===== src/rtl/uart_tx_fifo.sv =====
// UART transmitter with a small holding FIFO, runtime baud divisor and configurable framing.
// Defining UART_TX_PARITY_EN inserts a parity bit (sense set by PAR_ODD) after the data bits.
module uart_tx_fifo #(
  parameter int DATA_W     = 8,
  parameter int DIV_W      = 16,
  parameter int STOP_BITS  = 1,
  parameter int FIFO_DEPTH = 4,
  parameter int PAR_ODD    = 0
) (
  input  logic                          clk,
  input  logic                          rst,
  input  logic [DIV_W-1:0]              div,
  input  logic                          vld_tx,
  input  logic [DATA_W-1:0]             d_tx,
  output logic                          rdy_tx,
  output logic                          txd,
  output logic                          busy,
  output logic [$clog2(FIFO_DEPTH):0]   fifo_cnt
);

  localparam int AW    = $clog2(FIFO_DEPTH);
  localparam int CNT_W = AW + 1;
  localparam int IDX_W = $clog2(DATA_W);

  generate
    if (DATA_W < 5 || DATA_W > 9 || (STOP_BITS != 1 && STOP_BITS != 2) ||
        FIFO_DEPTH < 2 || (FIFO_DEPTH & (FIFO_DEPTH - 1)) != 0 ||
        PAR_ODD < 0 || PAR_ODD > 1) begin : g_bad_params
      $error("uart_tx_fifo: illegal parameter combination");
    end
  endgenerate

  typedef enum logic [2:0] {
    S_IDLE,
    S_START,
    S_DATA,
`ifdef UART_TX_PARITY_EN
    S_PARITY,
`endif
    S_STOP
  } state_t;

  // ---------------------------------------------------------------
  // Holding FIFO
  // ---------------------------------------------------------------
  logic [DATA_W-1:0] mem [FIFO_DEPTH];
  logic [AW-1:0]     wr_ptr_reg;
  logic [AW-1:0]     rd_ptr_reg;
  logic [CNT_W-1:0]  cnt_reg;
  logic [DATA_W-1:0] head_data;
  logic              push;
  logic              pop;
  logic              fifo_nonempty;

  assign rdy_tx        = (cnt_reg != CNT_W'(FIFO_DEPTH));
  assign push          = vld_tx && rdy_tx;
  assign fifo_nonempty = (cnt_reg != '0);
  assign head_data     = mem[rd_ptr_reg];
  assign fifo_cnt      = cnt_reg;

  always_ff @(posedge clk) begin
    if (push) begin
      mem[wr_ptr_reg] <= d_tx;
    end
  end

  always_ff @(posedge clk or posedge rst) begin
    if (rst) begin
      wr_ptr_reg <= '0;
      rd_ptr_reg <= '0;
      cnt_reg    <= '0;
    end else begin
      if (push) begin
        wr_ptr_reg <= wr_ptr_reg + AW'(1);
      end
      if (pop) begin
        rd_ptr_reg <= rd_ptr_reg + AW'(1);
      end
      case ({push, pop})
        2'b10:   cnt_reg <= cnt_reg + CNT_W'(1);
        2'b01:   cnt_reg <= cnt_reg - CNT_W'(1);
        default: cnt_reg <= cnt_reg;
      endcase
    end
  end

  // ---------------------------------------------------------------
  // Frame sequencer
  // ---------------------------------------------------------------
  state_t            state_reg;
  logic [DIV_W-1:0]  div_q_reg;
  logic [DIV_W-1:0]  baud_reg;
  logic [DATA_W-1:0] shift_reg;
  logic [IDX_W-1:0]  bit_idx_reg;
  logic              stop_idx_reg;
  logic              txd_reg;
  logic              busy_reg;
  logic              bit_end;
  logic              stop_last;
`ifdef UART_TX_PARITY_EN
  logic              par_reg;
`endif

  assign bit_end   = (baud_reg == '0);
  assign stop_last = (stop_idx_reg == 1'(STOP_BITS - 1));

  // A new frame starts from IDLE, or straight out of the final stop bit so frames abut.
  assign pop = fifo_nonempty &&
               ((state_reg == S_IDLE) || (state_reg == S_STOP && bit_end && stop_last));

  always_ff @(posedge clk or posedge rst) begin
    if (rst) begin
      state_reg    <= S_IDLE;
      div_q_reg    <= '0;
      baud_reg     <= '0;
      shift_reg    <= '0;
      bit_idx_reg  <= '0;
      stop_idx_reg <= 1'b0;
      txd_reg      <= 1'b1;
      busy_reg     <= 1'b0;
`ifdef UART_TX_PARITY_EN
      par_reg      <= 1'b0;
`endif
    end else if (pop) begin
      shift_reg    <= head_data;
      div_q_reg    <= div;
      baud_reg     <= div;
      bit_idx_reg  <= '0;
      stop_idx_reg <= 1'b0;
      txd_reg      <= 1'b0;
      busy_reg     <= 1'b1;
      state_reg    <= S_START;
`ifdef UART_TX_PARITY_EN
      // Parity taken from the word as popped; the shift register is consumed later.
      par_reg      <= (^head_data) ^ 1'(PAR_ODD);
`endif
    end else begin
      case (state_reg)
        S_IDLE: begin
          txd_reg  <= 1'b1;
          busy_reg <= 1'b0;
        end

        S_START: begin
          if (bit_end) begin
            baud_reg    <= div_q_reg;
            txd_reg     <= shift_reg[0];
            shift_reg   <= shift_reg >> 1;
            bit_idx_reg <= '0;
            state_reg   <= S_DATA;
          end else begin
            baud_reg <= baud_reg - DIV_W'(1);
          end
        end

        S_DATA: begin
          if (bit_end) begin
            baud_reg <= div_q_reg;
            if (bit_idx_reg == IDX_W'(DATA_W - 1)) begin
`ifdef UART_TX_PARITY_EN
              txd_reg   <= par_reg;
              state_reg <= S_PARITY;
`else
              txd_reg      <= 1'b1;
              stop_idx_reg <= 1'b0;
              state_reg    <= S_STOP;
`endif
            end else begin
              txd_reg     <= shift_reg[0];
              shift_reg   <= shift_reg >> 1;
              bit_idx_reg <= bit_idx_reg + IDX_W'(1);
            end
          end else begin
            baud_reg <= baud_reg - DIV_W'(1);
          end
        end

`ifdef UART_TX_PARITY_EN
        S_PARITY: begin
          if (bit_end) begin
            baud_reg     <= div_q_reg;
            txd_reg      <= 1'b1;
            stop_idx_reg <= 1'b0;
            state_reg    <= S_STOP;
          end else begin
            baud_reg <= baud_reg - DIV_W'(1);
          end
        end
`endif

        S_STOP: begin
          if (bit_end) begin
            baud_reg <= div_q_reg;
            if (stop_last) begin
              txd_reg   <= 1'b1;
              busy_reg  <= 1'b0;
              state_reg <= S_IDLE;
            end else begin
              stop_idx_reg <= stop_idx_reg + 1'b1;
            end
          end else begin
            baud_reg <= baud_reg - DIV_W'(1);
          end
        end

        default: begin
          txd_reg   <= 1'b1;
          busy_reg  <= 1'b0;
          state_reg <= S_IDLE;
        end
      endcase
    end
  end

  assign txd  = txd_reg;
  assign busy = busy_reg;

endmodule


===== config.mk =====
export PLATFORM = sky130hd
export DESIGN_NAME = uart_tx_fifo
export DESIGN_NICKNAME = d
export VERILOG_FILES = /design/src/rtl/uart_tx_fifo.sv
export SDC_FILE = /design/constraint.sdc
export NUM_CORES = 1
export LEC_CHECK = 0
export CAP_MARGIN = 20
export CORE_ASPECT_RATIO = 1.75
export CORE_UTILIZATION = 30
export DETAILED_ROUTE_END_ITERATION = 12
export PLACE_DENSITY = 0.52
export SYNTH_ARGS = -nofsm -noshare
export SYNTH_HDL_FRONTEND = slang
export SYNTH_SLANG_ARGS = --single-unit

===== constraint.sdc =====
create_clock -name clk -period 3.3 [get_ports clk]
set_input_delay 0.495 -clock clk [delete_from_list [all_inputs] [get_ports clk]]
set_output_delay 0.495 -clock clk [all_outputs]
set_load 0.005 [all_outputs]

# After elaboration in Yosys (flattened, before gate mapping)

Memories as Yosys holds them, arrays and structs flattened.
Index checks and enable logic that the tools add are counted.

Register bits after elaboration: 56
Bits in latches: 0
RAM bits: 32
ROM bits: 0
Input bits: 27
Output and inout port bits: 6
Word-level logic and storage cells: 94
Memories kept: 1

$add $sub $neg: 7
Multipliers: 0
Div/mod/pow operators: 0
Order comparisons: 0
Eq/ne operators: 15
Shift-type cells: 0
Multiplexer cells: 40
Bitwise operators: 1
Reduce and logical (&&, ||, !) cells: 19

Memories:

| name | words | bits a word | rd ports | clocked after memory_dff | wr ports | line | text |
|---|---|---|---|---|---|---|---|
| mem  | 4     | 8           | 1        | 0                        | 1        | 46   | `logic [DATA_W-1:0] mem [FIFO_DEPTH];` |

Operator list:

| kind                                                | count |
|---|---|
| 2-to-1 mux 16 bit                                   | 3 |
| 2-to-1 mux 8 bit                                    | 4 |
| 2-to-1 mux 3 bit                                    | 10 |
| inequality test 3 bit (second input constant)       | 7 |
| zero test 16 bit                                    | 1 |
| 2-to-1 mux 1 bit                                    | 16 |
| one-hot mux 8 bit (2 select lines)                  | 1 |
| subtractor 16 x 1 -> 16 bit (second input constant) | 1 |
| one-hot mux 3 bit (2 select lines)                  | 2 |
| one-hot mux 3 bit (4 select lines)                  | 1 |
| AND reduction 4 bit                                 | 3 |
| nonzero test 3 bit                                  | 3 |
| adder 3 x 1 -> 3 bit (second input constant)        | 2 |
| == test 3 x 2 -> 1 bit (second input constant)      | 2 |
| AND reduction 6 bit                                 | 1 |
| adder 2 x 1 -> 2 bit (second input constant)        | 2 |
| logical AND 1 bit                                   | 4 |
| one-hot mux 1 bit (2 select lines)                  | 2 |
| nonzero test 2 bit                                  | 2 |
| == test 3 x 1 -> 1 bit (second input constant)      | 1 |
| == test 3 bit (second input constant)               | 1 |
| zero test 3 bit                                     | 1 |
| one-hot mux 1 bit (3 select lines)                  | 1 |
| AND reduction 3 bit                                 | 1 |
| 10 further kinds                                    | 10 |

# Logic depth before layout (Yosys ltp)

Gate-level depths: netlist of run 1.

Depth after elaboration: 7
Depth in mapped cells: 15
Mapped depth without buffers: 12

# Worst setup path after synthesis of run 1

OpenSTA, ideal clock, no wires.

Kind: register to register
Start: register baud_reg[0]
End: register cnt_reg[2], in the netlist fifo_cnt[2]
Setup time: 0.079 ns
Arrival time: 3.135 ns
Required time: 3.221 ns
Path slack: 0.086 ns
Cell stages (with the launch flop): 16
Path buffers: 3
Clock period less this slack: 3.214 ns
Cell sequence: dfrtp_1 inv_1 ha_1 or4b_1 buf_2 nor4_4 a31oi_4 clkinv_2 buf_6 buf_6 ha_1 inv_1 fa_1 xor2_1 nor2_1 xor2_1

Word-level cells in the longest chain between the ends: 7
Elaborated cells between the ends (all ways): 9
Classes of those cells: eq/ne (2); mux (1); reduce/logical (6)

Ends and longest elaborated chain:

| element                                                                  | line | text |
|---|---|---|
| start, declared                                                          | 92   | `logic [DIV_W-1:0] baud_reg;` |
| start signal, assigned                                                   | 127  | `baud_reg <= div;` |
| start signal, assigned                                                   | 146  | `baud_reg <= div_q_reg;` |
| start signal, assigned                                                   | 152  | `baud_reg <= baud_reg - DIV_W'(1);` |
| zero test 16 bit (*)                                                     | 104  | `assign bit_end = (baud_reg == '0);` |
| logical AND 1 bit (*) (2 in a row)                                       | 109  | `((state_reg == S_IDLE) \|\| (state_reg == S_STOP && bit_end && stop_last));` |
| logical OR 1 bit (*)                                                     | 109  |  |
| logical AND 1 bit (*)                                                    | 108  | `assign pop = fifo_nonempty &&` |
| net pop                                                                  | 52   | `logic pop;` |
| == test 2 x 1 -> 1 bit or == test 2 bit (tied branches)                  | 79   | `case ({push, pop})` |
| one-hot mux 3 bit (2 select lines) or nonzero test 2 bit (tied branches) | --   |  |
| end signal, assigned                                                     | 80   | `2'b10: cnt_reg <= cnt_reg + CNT_W'(1);` |
| end signal, assigned                                                     | 81   | `2'b01: cnt_reg <= cnt_reg - CNT_W'(1);` |
| end signal, assigned                                                     | 82   | `default: cnt_reg <= cnt_reg;` |
| end, declared                                                            | 49   | `logic [CNT_W-1:0] cnt_reg;` |

The timed path passes the listed nets; every way through them passes the cells marked *.
A chain may end at the register's enable or synchronous reset.

# Worst setup path in the final report of run 1

Start: register baud_reg[0]
End: register cnt_reg[2], in the netlist fifo_cnt[2]

Word-level cells in the longest chain between the ends: 7
Elaborated cells between the ends (all ways): 9
Classes of those cells: eq/ne (2); mux (1); reduce/logical (6)

Ends and longest elaborated chain:

| element                                                                  | line |
|---|---|
| zero test 16 bit (*)                                                     | 104 |
| logical AND 1 bit (*) (2 in a row)                                       | 109 |
| logical OR 1 bit (*)                                                     | 109 |
| logical AND 1 bit (*)                                                    | 108 |
| == test 2 x 1 -> 1 bit or == test 2 bit (tied branches)                  | 79 |
| one-hot mux 3 bit (2 select lines) or nonzero test 2 bit (tied branches) | -- |

Mark *: on every way between the ends. The rest lies on a longest branch, timed or not.

==> results of run 1 <==
==> cell families (layout without fill, tap and decap cells) <==
group / Yosys count / after routing / synth area share (%)
XOR/XNOR: 12 / 12 / 2.53
AO/OA/AOI/OAI: 72 / 72 / 11.7
AND/OR/NAND/NOR: 133 / 133 / 15.3
flip-flops: 86 / 86 / 55.7
adder cells (fa/ha/maj): 13 / 13 / 4.10
buffers and inverters: 35 / 71 / 3.86
multiplexers: 18 / 18 / 6.75
==> layout make-up <==
cell class              instances  area [sq um]
clock inverters                 6          70.1
clock buffers                  10           229
flip-flops and latches         86          2310
repair buffers                 40           393
multi-input cells             248          1680
inverters                      15          57.6
fillers                      1385          8500
well taps                     174           218
==> worst max-delay path, delay by kind of cell (launching register included) <==
kind                     cells  cell delay (ns)
AND/OR/NAND/NOR              3             1.12
adder cells (fa/ha/maj)      3             0.74
flip-flops                   1             0.42
XOR/XNOR                     2             0.31
buffers and inverters        3             0.19
AO/OA/AOI/OAI                1             0.13
==> power by group <==
group | internal, mW | switching [mW] | total (mW)
Sequential | 1.53 | 0.364 | 1.90
Combinational | 0.778 | 0.969 | 1.75
Clock | 0.594 | 0.426 | 1.02
Total | 2.90 | 1.76 | 4.66
==> layout by cell type, fill, tap and decap left out, types with 8 or more instances in the layout <==
cell             instances
mux4_2                   8
edfxtp_1                32
clkbuf_16                9
xnor2_1                  8
dfrtp_1                 53
ha_1                    12
mux2i_1                 10
inv_1                   13
o21ai_0                 20
nand2_1                 65
a31oi_1                 13
nor2_1                  24
clkdlybuf4s50_1         32
a21oi_1                  8
o211ai_1                 9
==> per-stage QoR <==
stage               cell area [sq um]  hold slack (ns)  cells
floorplan                        4150            0.440    369
global placement                 4660            0.464    563
detailed placement               4660            0.464    563
CTS                              4960            0.485    579
global route                     4960            0.508    579
finish                           4960            0.481    579
==> path summary, 6_finish.rpt <==
check	to	slack [ns]
max reg2reg	fifo_cnt[2]$_DFFE_PP0P_	0.29
max in group asynchronous	txd$_DFFE_PP1P_	2.07
min	div_q_reg[3]$_DFFE_PP0P_	0.48
min reg2reg	div_q_reg[3]$_DFFE_PP0P_	0.48
max	fifo_cnt[2]$_DFFE_PP0P_	0.29
min in group asynchronous	div_q_reg[9]$_DFFE_PP0P_	0.58
==> layer usage <==
metal  GRT usage (%)  vias up  routed length [um]
li1                -     1402                   -
met1            14.2     1464                3460
met2            27.5       73                5350
met3            2.40       27                 287
met4            7.63        0                 385
met5               0        -                   0
==> summary.txt, run 1 <==
Die
  • Row count: 56
  • Core footprint: 13500 sq um
  • Initial Util: 30.9%
  • Chip height: 158 um
  • Die span in x: 90.9 um
  • Ports: 33
  • Die Area: 14300 sq um

Timing
  • RSZ-0062 raised after global routing: false
  • Slew headroom: 44.8%
  • Setup violators final: 0
  • Period utilization: 91.1%
  • Fmax: 0.333 GHz
  • Max-slew violation count: 0
  • Setup_tns: 0 ns
  • Worst-Margin Slew: 0.825 ns
  • Fin. Hold Viols: 0
  • Setup slack after layout: 0.293 ns
  • Shortest period the worst path allows: 3.01 ns
  • Skew final: 0.00585 ns

Yosys
  • Top post-synthesis cells by area: dfrtp_1 32%, edfxtp_1 23%, nand2_1 5.9%
  • Most common cell in the netlist: nand2_1
  • Syn_area_per_cell: 11.2 sq um
  • Total number of yosys warnings: 0
  • Most used DFF post-synth: dfrtp_1
  • Sequential area share after synthesis: 55.7%
  • Seq cells post-synth: 86
  • Post-synth EDFFs: 32
  • Netlist Area Pre-Place: 4150 sq um
  • Cells after Synth: 369
  • Syn_nets: 409
  • Largest area contributor in the netlist: dfrtp_1
  • Synth cell count leaders: 65 x nand2_1, 53 x dfrtp_1, 32 x edfxtp_1
  • Share of synthesized registers carrying an async set or reset: 62.8%
  • Yosys top cell area share: 32.0%
  • Cell variety after synth: 50

Setup path
  • Reg2reg path depth: 12
  • WP data required: 3.56 ns
  • Crit. End Element: register
  • Crit-path max FO: 6
  • Crit path kind: reg2reg
  • Critical path's slowest cell: or4b_1
  • Worst reg2reg path startpoint: baud_reg[0]$_DFFE_PP0P_
  • CP Data Arrival Time: 3.27 ns
  • Highest cell delay on the worst timing path: 0.60 ns
  • Worst path cell trace: inv_1, ha_1, or4b_1, nor4_4, a31oi_4, clkinv_2, ha_1, inv_1, fa_1, xor2_1, nor2_1, xor2_1
  • Startpoint Class: register
  • Setup crit start: baud_reg[0]$_DFFE_PP0P_

Placed design
  • IO Port Bufs: 32
  • Worst slack, placed: 0.302 ns
  • Post-DP HPWL: 6930 um
  • Placer Congestion: 0.884

Drt
  • Iter 0 DRT Violations: 109
  • Vias per cell: 5.12
  • Residual DRC count: 0
  • Avg WL per Cell: 16.4 um
  • Post-Route WL: 9490 um
  • Residual antenna-violating net count after detailed routing: 0
  • First drt pass iteration count: 4
  • Via Count: 2966

Pwr
  • Leak Pwr: 2.05 nW
  • Tot Pwr: 4.66 mW
  • P per Cell Area: 941 nW/um^2
  • Worst vdd ir: 0.000404 V

Layout
  • Nets@finish: 440
  • Max FFs per register: 32
  • Area delta synth->final: 19.4%
  • Share of cells above drive strength 1: 9.38%
  • N_diodes: 0
  • Final Util: 36.8%

Global route
  • First-pass GRT wire length: 15500 um
  • Initial antenna violation count: 0
  • Largest net degree at the start of global routing: 44
  • Gr ovfl total: 0
  • GRT Total Usage: 14.2%
  • Number of global-route vias before repair: 3110

CTS
  • CTS buffer count: 9
  • CTS tree: built
  • CTS Buffer Depth: 2
  • Resized Gates After CTS: 0
  • H-tree levels: 3
  • Sink Count: 86
  • Post-CTS Setup Inserts: 0
  • Clk_lat worst skew: 0.34 ns
  • CTS root buf: clkbuf_16
  • Hold buffers post-CTS: 0
  • Clock slew at reported path FFs: 0.07 ns

Worst hold path
  • Hold WC Path Type: reg2reg
  • Hold path cells: 2
  • HP Start: div_q_reg[3]$_DFFE_PP0P_

Run
  • Max-cap violations: 0

Run status
  • Outcome: finished clean
(Power assumes the default switching activity.)
==> inputs of run 2 (changes only) <==
- CAP_MARGIN: 20 -> unset
- CORE_UTILIZATION: 30 -> 48
- PLACE_DENSITY: 0.52 -> 0.74
==> run 2 against run 1 <==
  * Sequential share of layout area grew 0.85 points
  * Clock skew rose by 0.0058 ns
  * Flip-flop and latch count did not move
  * Worst setup slack worse by 0.037 ns
  * First-iteration DRC count rose to 3.2 times the previous value
  * Die area fell by 37%
  * Clock power about the same
  * Combinational power is essentially flat
  * Cell count shrank 10%
==> summary.txt, run 2 (synthesized netlist as in run 1, its figures left out) <==
Setup path
  • WP data required: 3.57 ns (about the same)
  • Crit. End Element: register
  • Worst path cell trace: inv_1, ha_1, or4b_1, nor4_4, a31oi_4, clkinv_2, ha_1, inv_1, fa_1, xor2_1, nor2_1, xor2_1
  • CP Data Arrival Time: 3.31 ns (+0.04 ns)
  • Crit path kind: reg2reg
  • Startpoint Class: register
  • Critical path's slowest cell: or4b_1
  • Crit-path max FO: 6 (unchanged)
  • Highest cell delay on the worst timing path: 0.61 ns (about the same)
  • CP top delay family: simple AND/OR/NAND/NOR gates
  • Buf+Inv Stages, Crit Path: 3 (unchanged)
  • Reg2Reg Setup Slack: 0.26 ns (-0.04 ns)

Timing
  • Skew final: 0.0116 ns (+0.00579 ns)
  • Max-slew violation count: 0 (unchanged)
  • Slew headroom: 49.9% (+5.0 points)
  • Period utilization: 92.2% (+1.1 points)
  • Setup_tns: 0 ns (unchanged)
  • Shortest period the worst path allows: 3.04 ns (+0.0367 ns)
  • Fin. Hold Viols: 0 (unchanged)
  • Worst-Margin Slew: 0.750 ns (-0.0755 ns)
  • Setup violators final: 0 (unchanged)
  • RSZ-0062 raised after global routing: false
  • Fmax: 0.329 GHz (-1.2%)

Drt
  • First drt pass iteration count: 5 (+1)
  • Post-Route WL: 8910 um (-6.1%)
  • Met2 WL: 4850 um (-9.4%)
  • Iter 0 DRT Violations: 350 (+220%)
  • Top routing layer in use: met4
  • Vias per cell: 5.78 (+13%)
  • Met1 WL: 3310 um (-4.5%)
  • Via Count: 3004 (+1.3%)
  • Residual DRC count: 0 (unchanged)
  • Avg WL per Cell: 17.1 um (+4.6%)
  • Met3 wire length: 336 um (+17%)
  • Residual antenna-violating net count after detailed routing: 0 (unchanged)

Layout
  • Nets@finish: 440 (unchanged)
  • Area delta synth->final: 17.3%
  • Fill cells: 685 (-51%)
  • Commonest non-fill, non-tap cell in the layout: nand2_1
  • N_diodes: 0 (unchanged)
  • Max FFs per register: 32 (unchanged)
  • Share of cells above drive strength 1: 9.38% (unchanged)
  • Final Util: 58.6% (+22 points)
  • Most frequent cells in the layout: 65 x nand2_1, 53 x dfrtp_1, 32 x clkdlybuf4s50_1, 32 x edfxtp_1, 24 x nor2_1

CTS
  • H-tree levels: 3 (unchanged)
  • CTS Buffer Depth: 2 (unchanged)
  • Post-CTS Setup Inserts: 0 (unchanged)
  • CTS buffer count: 9 (unchanged)
  • Clock slew at reported path FFs: 0.07 ns (about the same)
  • CTS root buf: clkbuf_16
  • Sink Count: 86 (unchanged)
  • Clk_lat worst skew: 0.35 ns (about the same)
  • CTS tree: built
  • Hold buffers post-CTS: 0 (unchanged)
  • Resized Gates After CTS: 0 (unchanged)

Global route
  • Number of global-route vias before repair: 3074 (-1.2%)
  • First-pass GRT wire length: 14700 um (-5.3%)
  • Largest net degree at the start of global routing: 44 (unchanged)
  • Initial antenna violation count: 0 (unchanged)
  • GRT Total Usage: 21.8% (+7.6 points)
  • Gr ovfl total: 0 (unchanged)

Die
  • Initial Util: 49.9% (+19 points)
  • Ports: 33 (unchanged)
  • Die span in x: 72.3 um (-20%)
  • Row count: 44 (-21%)
  • Die Area: 9040 sq um (-37%)
  • Core footprint: 8310 sq um (-38%)
  • Chip height: 125 um (-21%)

Pwr
  • Worst vdd ir: 0.000747 V (+85%)
  • Internal: 2.89 mW (-0.45%)
  • Gate power share: 37.1% (-0.4 points)
  • Sw power: 1.75 mW (-0.53%)
  • Leak Pwr: 2.04 nW (-0.27%)
  • Switch share: 37.7% (about the same)
  • P per Cell Area: 953 nW/um^2 (+1.3%)
  • Tot Pwr: 4.64 mW (-0.48%)
  • Share of power burned in registers: 41.1% (+0.4 points)
  • Clock power share: 21.8% (about the same)

Placed design
  • Placer Congestion: 0.928 (+5.0%)
  • IO Port Bufs: 32 (unchanged)
  • Post-DP HPWL: 6380 um (-8.0%)

Run
  • Max-cap violations: 0 (unchanged)

Worst hold path
  • Hold WC Path Type: in2async

Run status
  • Outcome: finished clean
## run 2: changes by cell type in the layout (fill, tap and decap cells not counted)
cell | previous run | this run
inv_6 | 1 | 2
inv_8 | 1 | 0
buf_4 | 7 | 8
clkbuf_1 | 1 | 0
buf_12 | 1 | 0
clkinv_1 | 1 | 2
## run 2: power groups by stage
stage          sequential (mW)  clock [mW]  combinational (mW)
5_1_grt                   1.96        1.07                1.94
6_report                  1.91        1.01                1.72
3_3_place_gp              1.90           0                1.66
3_5_place_dp              1.93           0                1.72
2_1_floorplan             1.75           0                1.40
4_1_cts                   1.91        1.02                1.73
## run 2: worst register-to-register path, delay by kind of cell (launching register included)
kind,cells,cell delay (ns)
AND/OR/NAND/NOR,3,1.14
adder cells (fa/ha/maj),3,0.77
flip-flops,1,0.42
XOR/XNOR,2,0.30
buffers and inverters,3,0.21
AO/OA/AOI/OAI,1,0.13
## run 2: layout make-up
cell class / count / area [sq um] / share of cell area [%]
clock buffer: 9 / 225 / 4.63
clock inverter: 7 / 71.3 / 1.46
inverter: 15 / 57.6 / 1.18
multi-input combinational: 248 / 1680 / 34.4
sequential: 86 / 2310 / 47.5
tap: 115 / 144 / 2.96
timing repair buffer: 40 / 380 / 7.81
## run 2: worst paths after layout
path | to | cells past startpoint | from
max | fifo_cnt[2]$_DFFE_PP0P_ | 12 | baud_reg[0]$_DFFE_PP0P_
min reg2reg | div_q_reg[7]$_DFFE_PP0P_ | 2 | div_q_reg[7]$_DFFE_PP0P_
min in group clk | div_q_reg[7]$_DFFE_PP0P_ | 2 | div_q_reg[7]$_DFFE_PP0P_
max in group asynchronous | txd$_DFFE_PP1P_ | 3 | rst
max reg2reg | fifo_cnt[2]$_DFFE_PP0P_ | 12 | baud_reg[0]$_DFFE_PP0P_
min | rd_ptr_reg[0]$_DFFE_PP0P_ | 2 | rst
## run 2: routing by layer
layer,track usage [%],vias up
li1,-,1400
met2,37.7,85
met4,13.3,0
met3,5.00,29
met1,23.5,1490
met5,0,-
## run 2: metrics by stage
step	area, sq um	hold slack (ns)	instances	setup WS [ns]
after detailed placement	4570	0.468	504	0.296
final	4870	0.456	520	0.257
after global routing	4870	0.501	520	0.0312
after floorplan	4150	0.440	369	0.0862
after global placement	4570	0.462	504	0.369
after CTS	4870	0.474	520	0.266
